--- src/rtl/ttt_pkg.sv ---
// Shared encodings for the tic-tac-toe turn sequencer: cell marks,
// game result codes, sequencer states and small helper functions.
package ttt_pkg;

    // Number of cells on the board; legal cell indices are 0..NUM_CELLS-1.
    localparam int NUM_CELLS = 9;

    // Largest value the legal-move counter may reach in one game.
    localparam logic [3:0] MAX_MOVES = 4'(NUM_CELLS);

    // Mark written into a board cell.
    typedef enum logic [1:0] {
        MARK_EMPTY = 2'b00,
        MARK_PLYR  = 2'b01,
        MARK_COMP  = 2'b10
    } mark_e;

    // Game outcome reported on result.
    typedef enum logic [1:0] {
        RES_NONE = 2'b00,
        RES_PLYR = 2'b01,
        RES_COMP = 2'b10,
        RES_DRAW = 2'b11
    } result_e;

    // Sequencer states, also exported on the debug state port.
    typedef enum logic [2:0] {
        ST_IDLE  = 3'd0,
        ST_WAIT  = 3'd1,
        ST_WRITE = 3'd2,
        ST_CHECK = 3'd3,
        ST_OVER  = 3'd4
    } state_e;

    // True when idx names an existing cell that is still empty.
    function automatic logic cell_is_free(input logic [NUM_CELLS-1:0] occ,
                                          input logic [3:0]           idx);
        logic [15:0] occ_ext;
        occ_ext = {{(16 - NUM_CELLS){1'b0}}, occ};
        return (idx < 4'(NUM_CELLS)) && !occ_ext[idx];
    endfunction

    // Move counter increment that holds at MAX_MOVES.
    function automatic logic [3:0] sat_inc(input logic [3:0] cnt);
        return (cnt >= MAX_MOVES) ? cnt : cnt + 4'd1;
    endfunction

endpackage

--- src/rtl/ttt_turn_timer.sv ---
// Turn timer: counts cycles while enabled and raises a combinational
// expiry flag in the cycle the count reaches TURN_TIMEOUT-1. The count
// restarts from zero after expiry or whenever clr_i is high.
// TURN_TIMEOUT = 0 disables the timer entirely (never expires).
module ttt_turn_timer #(
    parameter int TURN_TIMEOUT = 64,
    parameter int TMR_W        = 7
) (
    input  logic clk,
    input  logic reset,
    input  logic clr_i,
    input  logic en_i,
    output logic expire_o
);

    localparam logic             TMR_ON   = (TURN_TIMEOUT > 0);
    localparam logic [TMR_W-1:0] TMR_LAST = (TURN_TIMEOUT > 0) ? TMR_W'(TURN_TIMEOUT - 1) : '0;

    logic [TMR_W-1:0] cnt_q;
    logic [TMR_W-1:0] cnt_d;

    assign expire_o = TMR_ON && en_i && !clr_i && (cnt_q == TMR_LAST);

    // Next count: clear wins, expiry wraps to zero, otherwise count while enabled.
    always_comb begin
        cnt_d = cnt_q;
        if (clr_i || expire_o) begin
            cnt_d = '0;
        end else if (en_i && TMR_ON) begin
            cnt_d = cnt_q + TMR_W'(1);
        end
    end

    // Count register.
    always_ff @(posedge clk or posedge reset) begin
        if (reset) begin
            cnt_q <= '0;
        end else begin
            cnt_q <= cnt_d;
        end
    end

endmodule

--- src/rtl/ttt_turn_sequencer.sv ---
// Tic-tac-toe turn sequencer. Grants alternating turns to the player and
// the computer, validates each requested cell, issues one-cycle board
// writes, samples the win / board-full detectors after every write and
// ends the game. All outputs are registered.
//
// Handshake: a side's request is accepted in a cycle where its valid and
// its ready are both high at the rising edge. Ready is high only in WAIT
// and only for the side whose turn it is; the other side's valid is
// ignored. Valid may be raised at any time and is simply not consumed
// while ready is low.
module ttt_turn_sequencer
    import ttt_pkg::*;
#(
    parameter bit FIRST_MOVER  = 1'b0,
    parameter int TURN_TIMEOUT = 64,
    parameter int TMR_W        = 7
) (
    input  logic                 clk,
    input  logic                 reset,
    input  logic                 start,
    input  logic                 pl_valid,
    input  logic [3:0]           pl_pos,
    output logic                 pl_ready,
    input  logic                 pc_valid,
    input  logic [3:0]           pc_pos,
    output logic                 pc_ready,
    input  logic [NUM_CELLS-1:0] occ,
    input  logic                 win,
    input  logic [1:0]           who,
    input  logic                 no_space,
    output logic                 clr_board,
    output logic                 wr_en,
    output logic [3:0]           wr_idx,
    output logic [1:0]           wr_mark,
    output logic                 illegal,
    output logic                 timeout,
    output logic                 turn,
    output logic [3:0]           move_cnt,
    output logic                 game_over,
    output logic [1:0]           result,
    output logic [2:0]           dbg_state
);

    state_e     state_q, state_d;
    logic       turn_q, turn_d;
    logic       pl_ready_q, pl_ready_d;
    logic       pc_ready_q, pc_ready_d;
    logic       clr_board_q, clr_board_d;
    logic       wr_en_q, wr_en_d;
    logic [3:0] wr_idx_q, wr_idx_d;
    logic [1:0] wr_mark_q, wr_mark_d;
    logic       illegal_q, illegal_d;
    logic       timeout_q, timeout_d;
    logic [3:0] move_cnt_q, move_cnt_d;
    logic       game_over_q, game_over_d;
    logic [1:0] result_q, result_d;

    logic       req_fire;
    logic [3:0] req_pos;
    logic       req_legal;
    logic       tmr_en;
    logic       tmr_clr;
    logic       tmr_expire;

    // Request of the side holding the turn; the other side is never looked at.
    assign req_fire  = turn_q ? (pc_valid && pc_ready_q) : (pl_valid && pl_ready_q);
    assign req_pos   = turn_q ? pc_pos : pl_pos;
    assign req_legal = cell_is_free(occ, req_pos);

    // The timer only runs while a side holds the turn.
    assign tmr_en  = (state_q == ST_WAIT);
    assign tmr_clr = (state_q != ST_WAIT);

    ttt_turn_timer #(
        .TURN_TIMEOUT (TURN_TIMEOUT),
        .TMR_W        (TMR_W)
    ) u_timer (
        .clk      (clk),
        .reset    (reset),
        .clr_i    (tmr_clr),
        .en_i     (tmr_en),
        .expire_o (tmr_expire)
    );

    // Next state and next values of every registered output.
    always_comb begin
        state_d     = state_q;
        turn_d      = turn_q;
        move_cnt_d  = move_cnt_q;
        result_d    = result_q;
        game_over_d = game_over_q;
        clr_board_d = 1'b0;
        wr_en_d     = 1'b0;
        wr_idx_d    = 4'd0;
        wr_mark_d   = MARK_EMPTY;
        illegal_d   = 1'b0;
        timeout_d   = 1'b0;

        case (state_q)
            ST_IDLE, ST_OVER: begin
                if (start) begin
                    state_d     = ST_WAIT;
                    clr_board_d = 1'b1;
                    move_cnt_d  = 4'd0;
                    result_d    = RES_NONE;
                    game_over_d = 1'b0;
                    turn_d      = FIRST_MOVER;
                end
            end

            ST_WAIT: begin
                if (req_fire && req_legal) begin
                    // A legal accept beats a simultaneous timer expiry.
                    state_d   = ST_WRITE;
                    wr_en_d   = 1'b1;
                    wr_idx_d  = req_pos;
                    wr_mark_d = turn_q ? MARK_COMP : MARK_PLYR;
                end else begin
                    if (req_fire) begin
                        illegal_d = 1'b1;
                    end
                    if (tmr_expire) begin
                        timeout_d = 1'b1;
                        turn_d    = ~turn_q;
                    end
                end
            end

            ST_WRITE: begin
                state_d    = ST_CHECK;
                move_cnt_d = sat_inc(move_cnt_q);
            end

            ST_CHECK: begin
                // Win is examined first so a winning final move is not a draw.
                if (win) begin
                    state_d     = ST_OVER;
                    result_d    = who;
                    game_over_d = 1'b1;
                end else if (no_space) begin
                    state_d     = ST_OVER;
                    result_d    = RES_DRAW;
                    game_over_d = 1'b1;
                end else begin
                    state_d = ST_WAIT;
                    turn_d  = ~turn_q;
                end
            end

            default: begin
                state_d = ST_IDLE;
            end
        endcase

        pl_ready_d = (state_d == ST_WAIT) && !turn_d;
        pc_ready_d = (state_d == ST_WAIT) &&  turn_d;
    end

    // State register.
    always_ff @(posedge clk or posedge reset) begin
        if (reset) begin
            state_q <= ST_IDLE;
        end else begin
            state_q <= state_d;
        end
    end

    // Output registers; reset clears everything, dropping any write in flight.
    always_ff @(posedge clk or posedge reset) begin
        if (reset) begin
            turn_q      <= 1'b0;
            pl_ready_q  <= 1'b0;
            pc_ready_q  <= 1'b0;
            clr_board_q <= 1'b0;
            wr_en_q     <= 1'b0;
            wr_idx_q    <= 4'd0;
            wr_mark_q   <= 2'b00;
            illegal_q   <= 1'b0;
            timeout_q   <= 1'b0;
            move_cnt_q  <= 4'd0;
            game_over_q <= 1'b0;
            result_q    <= 2'b00;
        end else begin
            turn_q      <= turn_d;
            pl_ready_q  <= pl_ready_d;
            pc_ready_q  <= pc_ready_d;
            clr_board_q <= clr_board_d;
            wr_en_q     <= wr_en_d;
            wr_idx_q    <= wr_idx_d;
            wr_mark_q   <= wr_mark_d;
            illegal_q   <= illegal_d;
            timeout_q   <= timeout_d;
            move_cnt_q  <= move_cnt_d;
            game_over_q <= game_over_d;
            result_q    <= result_d;
        end
    end

    assign pl_ready  = pl_ready_q;
    assign pc_ready  = pc_ready_q;
    assign clr_board = clr_board_q;
    assign wr_en     = wr_en_q;
    assign wr_idx    = wr_idx_q;
    assign wr_mark   = wr_mark_q;
    assign illegal   = illegal_q;
    assign timeout   = timeout_q;
    assign turn      = turn_q;
    assign move_cnt  = move_cnt_q;
    assign game_over = game_over_q;
    assign result    = result_q;
    assign dbg_state = state_q;

endmodule

--- config.mk ---
export PLATFORM = sky130hd
export DESIGN_NAME = ttt_turn_sequencer
export DESIGN_NICKNAME = d
export VERILOG_FILES = /design/src/rtl/ttt_pkg.sv /design/src/rtl/ttt_turn_timer.sv /design/src/rtl/ttt_turn_sequencer.sv
export SDC_FILE = /design/constraint.sdc
export NUM_CORES = 1
export LEC_CHECK = 0
export BUFFER_PORTS_ARGS = -buffer_cell sky130_fd_sc_hd__buf_2
export CAP_MARGIN = 10
export CORE_MARGIN = 8
export CORE_UTILIZATION = 43
export CTS_CLUSTER_DIAMETER = 150
export DETAILED_ROUTE_END_ITERATION = 12
export PLACE_DENSITY = 0.68
export SLEW_MARGIN = 20
export SYNTH_ARGS = -nofsm -noshare
export SYNTH_HDL_FRONTEND = slang
export SYNTH_SLANG_ARGS = --single-unit
export TNS_END_PERCENT = 10
--- constraint.sdc ---
create_clock -name clk -period 1.99 [get_ports clk]
set_input_delay 0.199 -clock clk [delete_from_list [all_inputs] [get_ports clk]]
set_output_delay 0.199 -clock clk [all_outputs]
set_load 0.03 [all_outputs]
# Word-level counts from Yosys, hierarchy flattened
# Index checks and enable logic that the tools add are counted.
# totals
output_inout_bits,23
ram_bits,0
n_memories,0
register_bits,30
inputBits,26
rom_bits,0
elab_cells,92
latchBits,0
# classes
eq_ne,10
n_lt_le_gt_ge,3
n_addsub,2
bitwise,1
n_reduce_logical,19
mux,43
shifts,0
multipliers,0
div,0
# ops
operator,count
$mux 1,20
$mux 4,5
$mux 7,2
$mux 2,6
$mux 3,4
$pmux 3 s4,1
$logic_and 1x1->1,8
$pmux 4 s2,1
$add 7x1->7 const B,1
$eq 7x6->1 const B,1
$eq 3x1->1 const B,2
$eq 3x2->1 const B,2
$reduce_and 3->1,2
$reduce_bool 2->1,3
$lt 4x5->1 const B,1
$add 4x1->4 const B,1
$bmux 1 s4,1
$ge 4x4->1 const B,1
$lt 4x4->1 const B,1
$ne 2x2->1 const B,2
$pmux 2 s2,1
$eq 3x3->1 const B,1
$logic_not 1->1,3
$logic_not 3->1,1
7 further kinds,7

# Logic depth before layout (Yosys ltp)
# Gate-level depths: netlist (run 1).
# logic_depth
word_depth,10
mapped_depth,8
ltp_nobuf,8

# By module
# Synthesis (run 1) repeated with hierarchy kept, for this count alone.
# hier_totals
hier_cells,180
area_unflattened_um2,1739.2
# by_module_without_submodules
module,cells_each,n_inst,area_per_inst_um2,seq_area_each_um2
ttt_turn_sequencer,142,1,1358.8,575.6
ttt_turn_timer,38,1,380.4,175.2

# Least setup slack after synthesis (run 1)
# Ideal clock, no wire load.
# synth_timing
kind,flip-flop to flip-flop
startpoint,register turn_q (netlist: turn)
endpoint,register pc_ready_q (netlist: pc_ready)
synth_period_minus_slack_ns,2.008
setup_time_ns,0.080
arrival_time_ns,1.927
stages_incl_launch_ff,9
n_path_buf,1
setup_slack_ns,-0.018
required_ns,1.910
path_cell_list,dfrtp_1 > buf_6 > nor2b_4 > a22o_1 > a221oi_2 > o22ai_2 > o211ai_4 > nand3b_2 > nor3b_2
# synth_via
elab_chain_cells,10
elab_cells_between_ends,19
classes_between,order compare (1); eq/ne (1); mux (12); bitwise (1); reduce/logical (4)
# synth_rtl
element,line,rtl
from (decl),ttt_turn_sequencer.sv:45,"logic turn_q, turn_d;"
from (signal assigned),ttt_turn_sequencer.sv:184,turn_q <= turn_d;
$mux 4,ttt_turn_sequencer.sv:67,assign req_pos = turn_q ? pc_pos : pl_pos;
$bmux 1 s4,ttt_pkg.sv:40,return (idx < 4'(NUM_CELLS)) && !occ_ext[idx];
$mux 1 (implied by the code),ttt_pkg.sv:40,
$logic_not 1->1,ttt_pkg.sv:40,
$logic_and 1x1->1,ttt_pkg.sv:40,
$logic_and 1x1->1,ttt_turn_sequencer.sv:112,if (req_fire && req_legal) begin
$mux 3,ttt_turn_sequencer.sv:112,
$pmux 3 s4,ttt_turn_sequencer.sv:99,case (state_q)
$eq 3x1->1,ttt_turn_sequencer.sv:156,pc_ready_d = (state_d == ST_WAIT) && turn_d;
$logic_and 1x1->1 (*),ttt_turn_sequencer.sv:156,
named net pc_ready_d,ttt_turn_sequencer.sv:47,"logic pc_ready_q, pc_ready_d;"
to (signal assigned),ttt_turn_sequencer.sv:186,pc_ready_q <= pc_ready_d;
to (decl),ttt_turn_sequencer.sv:47,
# Mark *: on every way through the listed nets, which the timed path passes. The rest lies on a longest branch. The select of a mux whose other input is x is not followed.
# A chain may end at the register's enable or synchronous reset.

# Worst setup path after layout (run 1)
# layout_timing
startpoint,register turn_q (netlist: turn)
endpoint,register pc_ready_q (netlist: pc_ready)
# layout_via
elab_cells_between_ends,19
classes_between,order compare (1); eq/ne (1); mux (12); bitwise (1); reduce/logical (4)
# layout_lines
element,line
$mux 4,ttt_turn_sequencer.sv:67
$bmux 1 s4,ttt_pkg.sv:40
$mux 1 (implied by the code),ttt_pkg.sv:40
$logic_not 1->1,ttt_pkg.sv:40
$logic_and 1x1->1,ttt_pkg.sv:40
$logic_and 1x1->1,ttt_turn_sequencer.sv:112
$mux 1,ttt_turn_sequencer.sv:112
$pmux 1 s3 (*),ttt_turn_sequencer.sv:99
named net turn_d,ttt_turn_sequencer.sv:45
$logic_and 1x1->1 (*),ttt_turn_sequencer.sv:156
named net pc_ready_d,ttt_turn_sequencer.sv:47
# Marked as above.

==> impl_metrics.json, run 1 <==
{
  "gp_congestion": 0.805,
  "period_needed_ps": 1940,
  "skew_ps": 9.12,
  "critPathArrivalTime_ps": 2190,
  "drive_above_1_share_pct": 37.4,
  "crit_chain": "nor2b_4 > a22o_1 > a221oi_2 > o22ai_4 > o21ba_4 > o221ai_4 > nor3b_2",
  "grtUsageTotal_pct": 12.1,
  "cts-root-buf": "clkbuf_4",
  "multi_input_area_um2": 802,
  "final_area_um2": 2050,
  "die_w_um": 76.3,
  "maxSlewViolCount": 0,
  "ioPinCount": 49,
  "dr.pass1.iters": 4,
  "finalSetupViolCount": 0,
  "syn_to_final_growth_pct": 30.9,
  "cpPeakStageDelay_ps": 460,
  "syn_avg_cell_area_um2": 9.65,
  "power.leakage_nw": 1.07,
  "syn_area_um2": 1560,
  "rsz0062_at_grt": "yes",
  "power_mw": 2.50,
  "status": "complete, no violations",
  "clock.fmax_mhz": 515,
  "overflow": 0,
  "diodes": 0,
  "drc_errors": 0,
  "ys_types": 42,
  "cpMaxStageDelayCell": "dfrtp_2",
  "hp-class": "in2reg",
  "nNetsFinal": 256,
  "start_util_pct": 43.7,
  "yosysSeqAreaShare_pct": 48.0,
  "cts_max_level": 2,
  "clk_path_buf_depth": 2,
  "grt_pass1_wl_um": 5810,
  "cp_data_required_time_ps": 2240,
  "antenna_found_initial": 0,
  "fillers": 338,
  "placed_cell_area_um2": 1900,
  "synthFlopType": "dfrtp_1",
  "cts_buffers": 5,
  "synth.ff_latch_count": 30,
  "crit_fanout": 7,
  "fin_crit_sh_pct": 97.7,
  "port_buffers": 48,
  "p_per_area_nw_per_um2": 1220,
  "cts_tree": "built",
  "viasPerCell": 4.83,
  "vias": 1329,
  "num_rows": 22,
  "finalHoldViolations": 0,
  "syn-instance-count": 162,
  "drv_cap": 0,
  "grt_max_degree": 31,
  "clk_latency_ps": 330,
  "wirelength_um": 3450,
  "regArea_um2": 752,
  "ir_worst_vdd_mv": 0.616,
  "ant_nets": 0,
  "core_um2": 3580,
  "setup_slack_ps": 46.5,
  "max_slew.worst_pin.slew_ps": 339,
  "tns_ps": 0,
  "wl_per_cell_um": 12.6,
  "final_common_cell": "buf_2",
  "async_flop_share_pct": 100,
  "ys.warnings.count": 0,
  "syn-num-nets": 192,
  "critPathBufInv": 0,
  "final_cell_mix": "buf_2 (48), dfrtp_1 (29), nand2_1 (21), nor2_1 (21), inv_1 (12)",
  "worstSetupPathType": "reg2reg",
  "drt_iter0_drc": 34,
  "worstSetupStartpointType": "flop",
  "pre_cts_slack_ps": 36.7,
  "grt_pass1_vias": 1302,
  "slew_headroom_pct": 77.2,
  "floorplan.die_area_um2": 5820,
  "clock_sinks": 30,
  "die_y_um": 76.3,
  "final_core_util_pct": 57.2,
  "crit_family": "compound AO/OA/AOI/OAI gates",
  "cts.reportedPaths.clkPinSlew_ps": 100,
  "synth_edf_count": 0,
  "dp_hpwl_um": 2790,
  "setup.worst_path.end_class": "flop"
}
## power breakdown
| part | switching (mW) | total (mW) | internal [mW] | leakage [nW] |
|---|---|---|---|---|
| Combinational | 0.753 | 1.24 | 0.487 | 0.629 |
| Sequential | 0.130 | 0.882 | 0.752 | 0.404 |
| Clock | 0.209 | 0.379 | 0.170 | 0.0343 |
| Total | 1.09 | 2.50 | 1.41 | 1.07 |
## stage by stage
| stage | cells | hold slack (ps) |
|---|---|---|
| after floorplan | 162 | 290 |
| after global placement | 263 | 286 |
| after detailed placement | 263 | 285 |
| after CTS | 272 | 102 |
| after global routing | 275 | 121 |
| final | 275 | 113 |
## flip-flops by register name (all words and copies together), names as in the netlist
register and cells:
u_timer.cnt_q 7, move_cnt 4, wr_idx 4, dbg_state 3, result 2, wr_mark 2, clr_board 1, game_over 1
illegal 1, pc_ready 1, pl_ready 1, timeout 1, turn 1, wr_en 1
## cell usage after synthesis (4+ instances only)
master | n | area [um^2]
dfrtp_1 | 30 | 751
nand2_1 | 21 | 78.8
nor2_1 | 21 | 78.8
inv_1 | 12 | 45.0
a21oi_1 | 8 | 40.0
nand2b_1 | 6 | 37.5
nand3_1 | 5 | 25.0
and3_1 | 4 | 25.0
ha_1 | 4 | 50.1
o21ai_0 | 4 | 20.0
xnor2_1 | 4 | 35.0
## area by class of cell
class | count | share of cell area, %
tap | 48 | 2.94
sequential | 30 | 36.8
inverter | 12 | 2.20
clock buffer | 6 | 2.51
clock inverter | 2 | 0.612
multi-input combinational | 118 | 39.2
timing repair buffer | 59 | 15.8
## kinds of logic (layout without fill, tap and decap cells)
logic type      after synthesis  after routing  synth area share [%]
xor+xnor                      6              6                  3.36
flops                        30             30                  48.0
simple gates                 72             72                  23.3
compound gates               33             33                  16.3
mux                           3              3                  1.92
fa+ha+maj                     4              4                  3.20
buf+inv                      14             79                  3.92
## metal layers
layer  vias to the layer above  part of all wire, %  track usage (%)
met5                         -                    0                0
met4                         0                  1.5             4.81
met3                         6                  6.0             5.07
met2                        26                   49             19.3
met1                       613                   44             14.0
li1                        684                    -                -
## path summary, 6_finish.rpt
kind                       cells past startpoint        startpoint          endpoint  slack (ps)
min in group asynchronous                      4             reset  u_timer.cnt_q[5]         460
min                                            2               win         result[0]         110
max                                            7              turn          pc_ready          50
min reg2reg                                    1  u_timer.cnt_q[0]  u_timer.cnt_q[0]         470
max reg2reg                                    7              turn          pc_ready          50
max in group asynchronous                      4             reset              turn        1240
## repair_timing
action                                  in CTS  in global routing
buffers inserted                             0                  3
gates resized for setup                      0                 10
hold endpoints to repair                    30                  0
endpoints found under the setup margin       0                  8
hold buffers                                 1                  0
Note: power is estimated with default switching activity, not from simulation.
==> run 2: changes to the inputs <==
--- a/config.mk
+++ b/config.mk
@@ -11,6 +11,7 @@
 export CORE_UTILIZATION = 43
 export CTS_CLUSTER_DIAMETER = 150
 export DETAILED_ROUTE_END_ITERATION = 12
+export MAX_ROUTING_LAYER = met4
 export PLACE_DENSITY = 0.68
 export SLEW_MARGIN = 20
 export SYNTH_ARGS = -nofsm -noshare
==> impl_metrics.json, run 2 (synthesis gave the netlist of run 1 again) <==
{
  "status": "complete, no violations",
  "num_rows": 22,
  "syn_to_final_growth_pct": 30.9,
  "pwr-share-seq_pct": 35.3,
  "largest-register": "u_timer.cnt_q",
  "grt_pass1_wl_um": 5800,
  "floorplan.die_area_um2": 5820,
  "max_slew.worst_pin.slew_ps": 339,
  "ant_nets": 0,
  "grtUsageTotal_pct": 12.4,
  "ir_worst_vdd_mv": 0.616,
  "final_cell_mix": "buf_2 (48), dfrtp_1 (29), nand2_1 (21), nor2_1 (21), inv_1 (12)",
  "cts_tree": "built",
  "power.leakage_nw": 1.07,
  "crit_fanout": 7,
  "rsz0062_at_grt": "yes",
  "critPathBufInv": 0,
  "cpPeakStageDelay_ps": 460,
  "cp_data_required_time_ps": 2240,
  "drive_above_1_share_pct": 37.4,
  "period_needed_ps": 1940,
  "grt_pass1_vias": 1303,
  "clk_path_buf_depth": 2,
  "overflow": 0,
  "p_per_area_nw_per_um2": 1220,
  "clock_sinks": 30,
  "start_util_pct": 43.7,
  "gp_congestion": 0.817,
  "switching_power_mw": 1.09,
  "multi_input_area_um2": 802,
  "critPathArrivalTime_ps": 2190,
  "core_um2": 3580,
  "final_core_util_pct": 57.2,
  "nNetsFinal": 256,
  "vias": 1330,
  "dp_hpwl_um": 2790,
  "finalHoldViolations": 0,
  "grt_max_degree": 31,
  "ioPinCount": 49,
  "cts.reportedPaths.clkPinSlew_ps": 90,
  "cts_max_level": 2,
  "skew_ps": 8.50,
  "switching_share_pct": 43.6,
  "drt_iter0_drc": 33,
  "drc_errors": 0,
  "crit_family": "compound AO/OA/AOI/OAI gates",
  "clk_latency_ps": 320,
  "slew_headroom_pct": 77.2,
  "crit_chain": "nor2b_4 > a22o_1 > a221oi_2 > o22ai_4 > o21ba_4 > o221ai_4 > nor3b_2",
  "largest_register_ff_count": 7,
  "finalSetupViolCount": 0,
  "maxSlewViolCount": 0,
  "hp-class": "in2reg",
  "clock.fmax_mhz": 515,
  "die_y_um": 76.3,
  "fin_crit_sh_pct": 97.7,
  "cts-root-buf": "clkbuf_4",
  "final_common_cell": "buf_2",
  "pwr-share-comb_pct": 49.6,
  "die_w_um": 76.3,
  "wirelength_um": 3450,
  "power_mw": 2.50,
  "diodes": 0,
  "setup.worst_path.end_class": "flop",
  "worstSetupStartpointType": "flop",
  "worstSetupPathType": "reg2reg",
  "p_int_mw": 1.41,
  "cpMaxStageDelayCell": "dfrtp_2",
  "fillers": 338,
  "wl_per_cell_um": 12.5,
  "p_clk_share_pct": 15.1,
  "regArea_um2": 752,
  "dr.pass1.iters": 4,
  "viasPerCell": 4.84,
  "antenna_found_initial": 0,
  "port_buffers": 48,
  "drv_cap": 0,
  "cts_buffers": 5
}
==> run 2: timing repair <==
action                                  in CTS  in global routing
endpoints found under the hold margin       30                  0
endpoints found under the setup margin       0                  8
hold buffers                                 1                  0
gates resized for setup                      0                 10
buffers inserted                             0                  3
==> run 2: per-layer routing <==
layer | wire length, um | vias to the layer above | global-route usage [%]
li1 | - | 684 | -
met1 | 1530 | 614 | 14.2
met2 | 1680 | 26 | 19.3
met3 | 180 | 6 | 4.60
met4 | 52 | 0 | 4.81
met5 | 0 | - | -
==> run 2: cell type report <==
cell class	count	area share, %
Multi-Input combinational cell	118	39.2
Tap cell	48	2.94
Timing Repair Buffer	59	15.8
Sequential cell	30	36.8
Clock inverter	2	0.612
Clock buffer	6	2.51
Inverter	12	2.20
==> run 2: power groups by stage <==
stage	Sequential [mW]	Combinational [mW]	Clock, mW
2_1_floorplan	1.09	0.612	0
3_3_place_gp	0.904	1.12	0
3_5_place_dp	0.906	1.13	0
4_1_cts	0.894	1.13	0.392
5_1_grt	0.904	1.36	0.413
6_report	0.882	1.24	0.377
==> run 2: through the flow <==
stage	instance area [um^2]	hold slack, ps	setup slack [ps]	cells	TNS, ps
floorplan	1560	290	37.1	162	0
global placement	1900	286	101	263	0
detailed placement	1900	285	36.7	263	0
CTS	1970	102	8.72	272	0
global route	2050	124	-31.9	275	-59.4
finish	2050	114	46.8	275	0
==> run 2: path summary, 6_finish.rpt <==
path	cells after the start	endpoint	startpoint	slack (ps)
max	7	pc_ready	turn	50
min	2	result[0]	win	110
max reg2reg	7	pc_ready	turn	50
min reg2reg	1	u_timer.cnt_q[0]	u_timer.cnt_q[0]	470
max in group asynchronous	4	turn	reset	1240
min in group asynchronous	4	u_timer.cnt_q[5]	reset	460
==> run 3: changes to the inputs <==
--- a/config.mk
+++ b/config.mk
@@ -10,11 +10,13 @@
 export CORE_MARGIN = 8
 export CORE_UTILIZATION = 43
 export CTS_CLUSTER_DIAMETER = 150
+export CTS_CLUSTER_SIZE = 14
 export DETAILED_ROUTE_END_ITERATION = 12
 export MAX_ROUTING_LAYER = met4
-export PLACE_DENSITY = 0.68
+export PLACE_DENSITY = 0.67
 export SLEW_MARGIN = 20
 export SYNTH_ARGS = -nofsm -noshare
 export SYNTH_HDL_FRONTEND = slang
+export SYNTH_HIERARCHICAL = 1
 export SYNTH_SLANG_ARGS = --single-unit
 export TNS_END_PERCENT = 10
==> impl_metrics.json, run 3 <==
{
  "status": "complete, no violations",
  "clk_path_buf_depth": 2,
  "dp_hpwl_um": 3220,
  "post_cts_buffers": 0,
  "die_w_um": 79.6,
  "synthTopCellsByCount": "dfrtp_1 (30), nand2_1 (19), nor2_1 (15), a21oi_1 (14), inv_1 (12)",
  "ant_nets": 0,
  "nNetsFinal": 275,
  "fin_crit_sh_pct": 98.4,
  "drt_iter0_drc": 128,
  "hp-class": "in2reg",
  "synth_edf_count": 0,
  "drive_above_1_share_pct": 36.2,
  "drc_errors": 0,
  "start_util_pct": 44.1,
  "cp_data_required_time_ps": 2160,
  "final_common_cell": "buf_2",
  "slew_headroom_pct": 70.7,
  "largest-register": "u_timer/cnt_q",
  "clock.fmax_mhz": 511,
  "dr.pass1.iters": 4,
  "finalSetupViolCount": 0,
  "yosysSeqAreaShare_pct": 43.2,
  "num_rows": 23,
  "cts_tree": "built",
  "clk_latency_ps": 270,
  "port_buffers": 48,
  "ioPinCount": 49,
  "ir_worst_vdd_mv": 0.635,
  "syn_area_um2": 1740,
  "setup_slack_ps": 32.8,
  "finalHoldViolations": 0,
  "skew_ps": 7.09,
  "setup.worst_path.end_class": "flop",
  "ys.warnings.count": 6,
  "die_y_um": 79.6,
  "wirelength_um": 4090,
  "crit_fanout": 4,
  "max_slew.worst_pin.slew_ps": 440,
  "diodes": 0,
  "grtUsageTotal_pct": 14.1,
  "clock_sinks": 30,
  "overflow": 0,
  "grt_max_degree": 16,
  "syn_to_final_growth_pct": 27.6,
  "syn-instance-count": 180,
  "p_per_area_nw_per_um2": 1290,
  "period_needed_ps": 1960,
  "rsz0062_at_grt": "yes",
  "worstSetupPathType": "reg2reg",
  "power.leakage_nw": 1.10,
  "final_area_um2": 2220,
  "cts.reportedPaths.clkPinSlew_ps": 60,
  "syn-num-nets": 210,
  "gp_congestion": 0.831,
  "yosysMostFrequentCell": "dfrtp_1",
  "syn_avg_cell_area_um2": 9.66,
  "maxSlewViolCount": 0,
  "synth.ff_latch_count": 30,
  "antenna_found_initial": 0,
  "synthTopCellsByArea": "dfrtp_1 (43%), nand2_1 (4.1%), a21oi_1 (4.0%)",
  "largest_register_ff_count": 7,
  "placed_cell_area_um2": 2130,
  "synthFlopType": "dfrtp_1",
  "yosysTopAreaCellShare_pct": 43.2,
  "cts_buffers": 5,
  "grt_pass1_vias": 1548,
  "wl_per_cell_um": 13.8,
  "power_mw": 2.86,
  "synth_top_area_cell": "dfrtp_1",
  "final_cell_mix": "buf_2 (48), dfrtp_1 (28), nand2_1 (19)",
  "async_flop_share_pct": 100,
  "vias": 1560,
  "worstSetupStartpointType": "flop",
  "cts-root-buf": "clkbuf_8",
  "floorplan.die_area_um2": 6340,
  "pre_cts_slack_ps": -34.1,
  "cts_max_level": 2,
  "grt_pass1_wl_um": 7040,
  "viasPerCell": 5.27,
  "drv_cap": 0,
  "ys_types": 51,
  "critPathArrivalTime_ps": 2120,
  "core_um2": 3940
}
[run 3: changes by cell type after synthesis, sizes merged, moves of 4 or more]
cell and delta:
o211ai +6, nor2 -7, and2 +4, a21oi +5
[run 3: routing by layer]
layer / vias to the layer above / part of all wire [%] / wire length (um) / track usage [%]
met4: 0 / 0.12 / 5 / 3.33
met2: 47 / 45 / 1860 / 20.1
met3: 2 / 5.2 / 214 / 3.94
li1: 781 / - / - / -
met5: - / 0 / 0 / -
met1: 730 / 49 / 2010 / 19.0
[run 3: metrics by stage]
step,utilization [%],setup TNS [ps],cells,hold slack (ps)
2_1_floorplan,-,-634,180,2.40
6_report,56.3,0,296,150
3_5_place_dp,53.9,-34.1,287,159
4_1_cts,56.3,0,296,132
5_1_grt,56.3,-36.7,296,142
3_3_place_gp,53.9,-2.23,287,160
[run 3: final timing paths]
check	end	startpoint	cells past startpoint	slack [ps]
setup / recovery	pl_ready	dbg_state[2]	7	30
hold / removal	result[1]	win	2	150
setup reg to reg	pl_ready	dbg_state[2]	7	30
hold reg to reg	game_over	game_over	1	470
max in group asynchronous	wr_idx[3]	reset	4	980
min in group asynchronous	u_timer/cnt_q[3]	reset	3	410
[run 3: timing repair]
action,CTS,global route
hold buffers,1,0
resized for setup,1,0
endpoints found under the hold margin,18,0
setup endpoints to repair,1,1
pin swaps,1,1
[run 3: critical path: stages, from the launching register on]
cell,delay (ps)
dfrtp_1,380
or3b_4,430
inv_2,70
nor4b_4,190
a21oi_1,100
a311o_1,290
a32o_1,220
and3_1,160
[run 3: final cells by class]
type,instances,area [um^2]
Fill cell,363,1720
Multi-Input combinational cell,132,915
Sequential cell,30,753
Timing Repair Buffer,64,363
Clock buffer,8,80.1
Tap cell,50,62.6
Inverter,12,45.0
[run 3: logic make-up after synthesis]
kind of cell	share of synthesized area, %
xor gates and xnor gates	1.51
adders and majority gates	2.88
buffers and inverters	5.25
DFF	43.2
AOI/OAI and AO/OA	23.1
muxes	3.02
and+or+nand+nor	21.1
[run 3: report_power, final]
part           leakage [nW]  total (mW)  internal [mW]  switching (mW)
clock network        0.0395       0.450          0.248           0.202
registers             0.399       0.878          0.764           0.114
logic                 0.662        1.54          0.614           0.922
total                  1.10        2.86           1.63            1.24
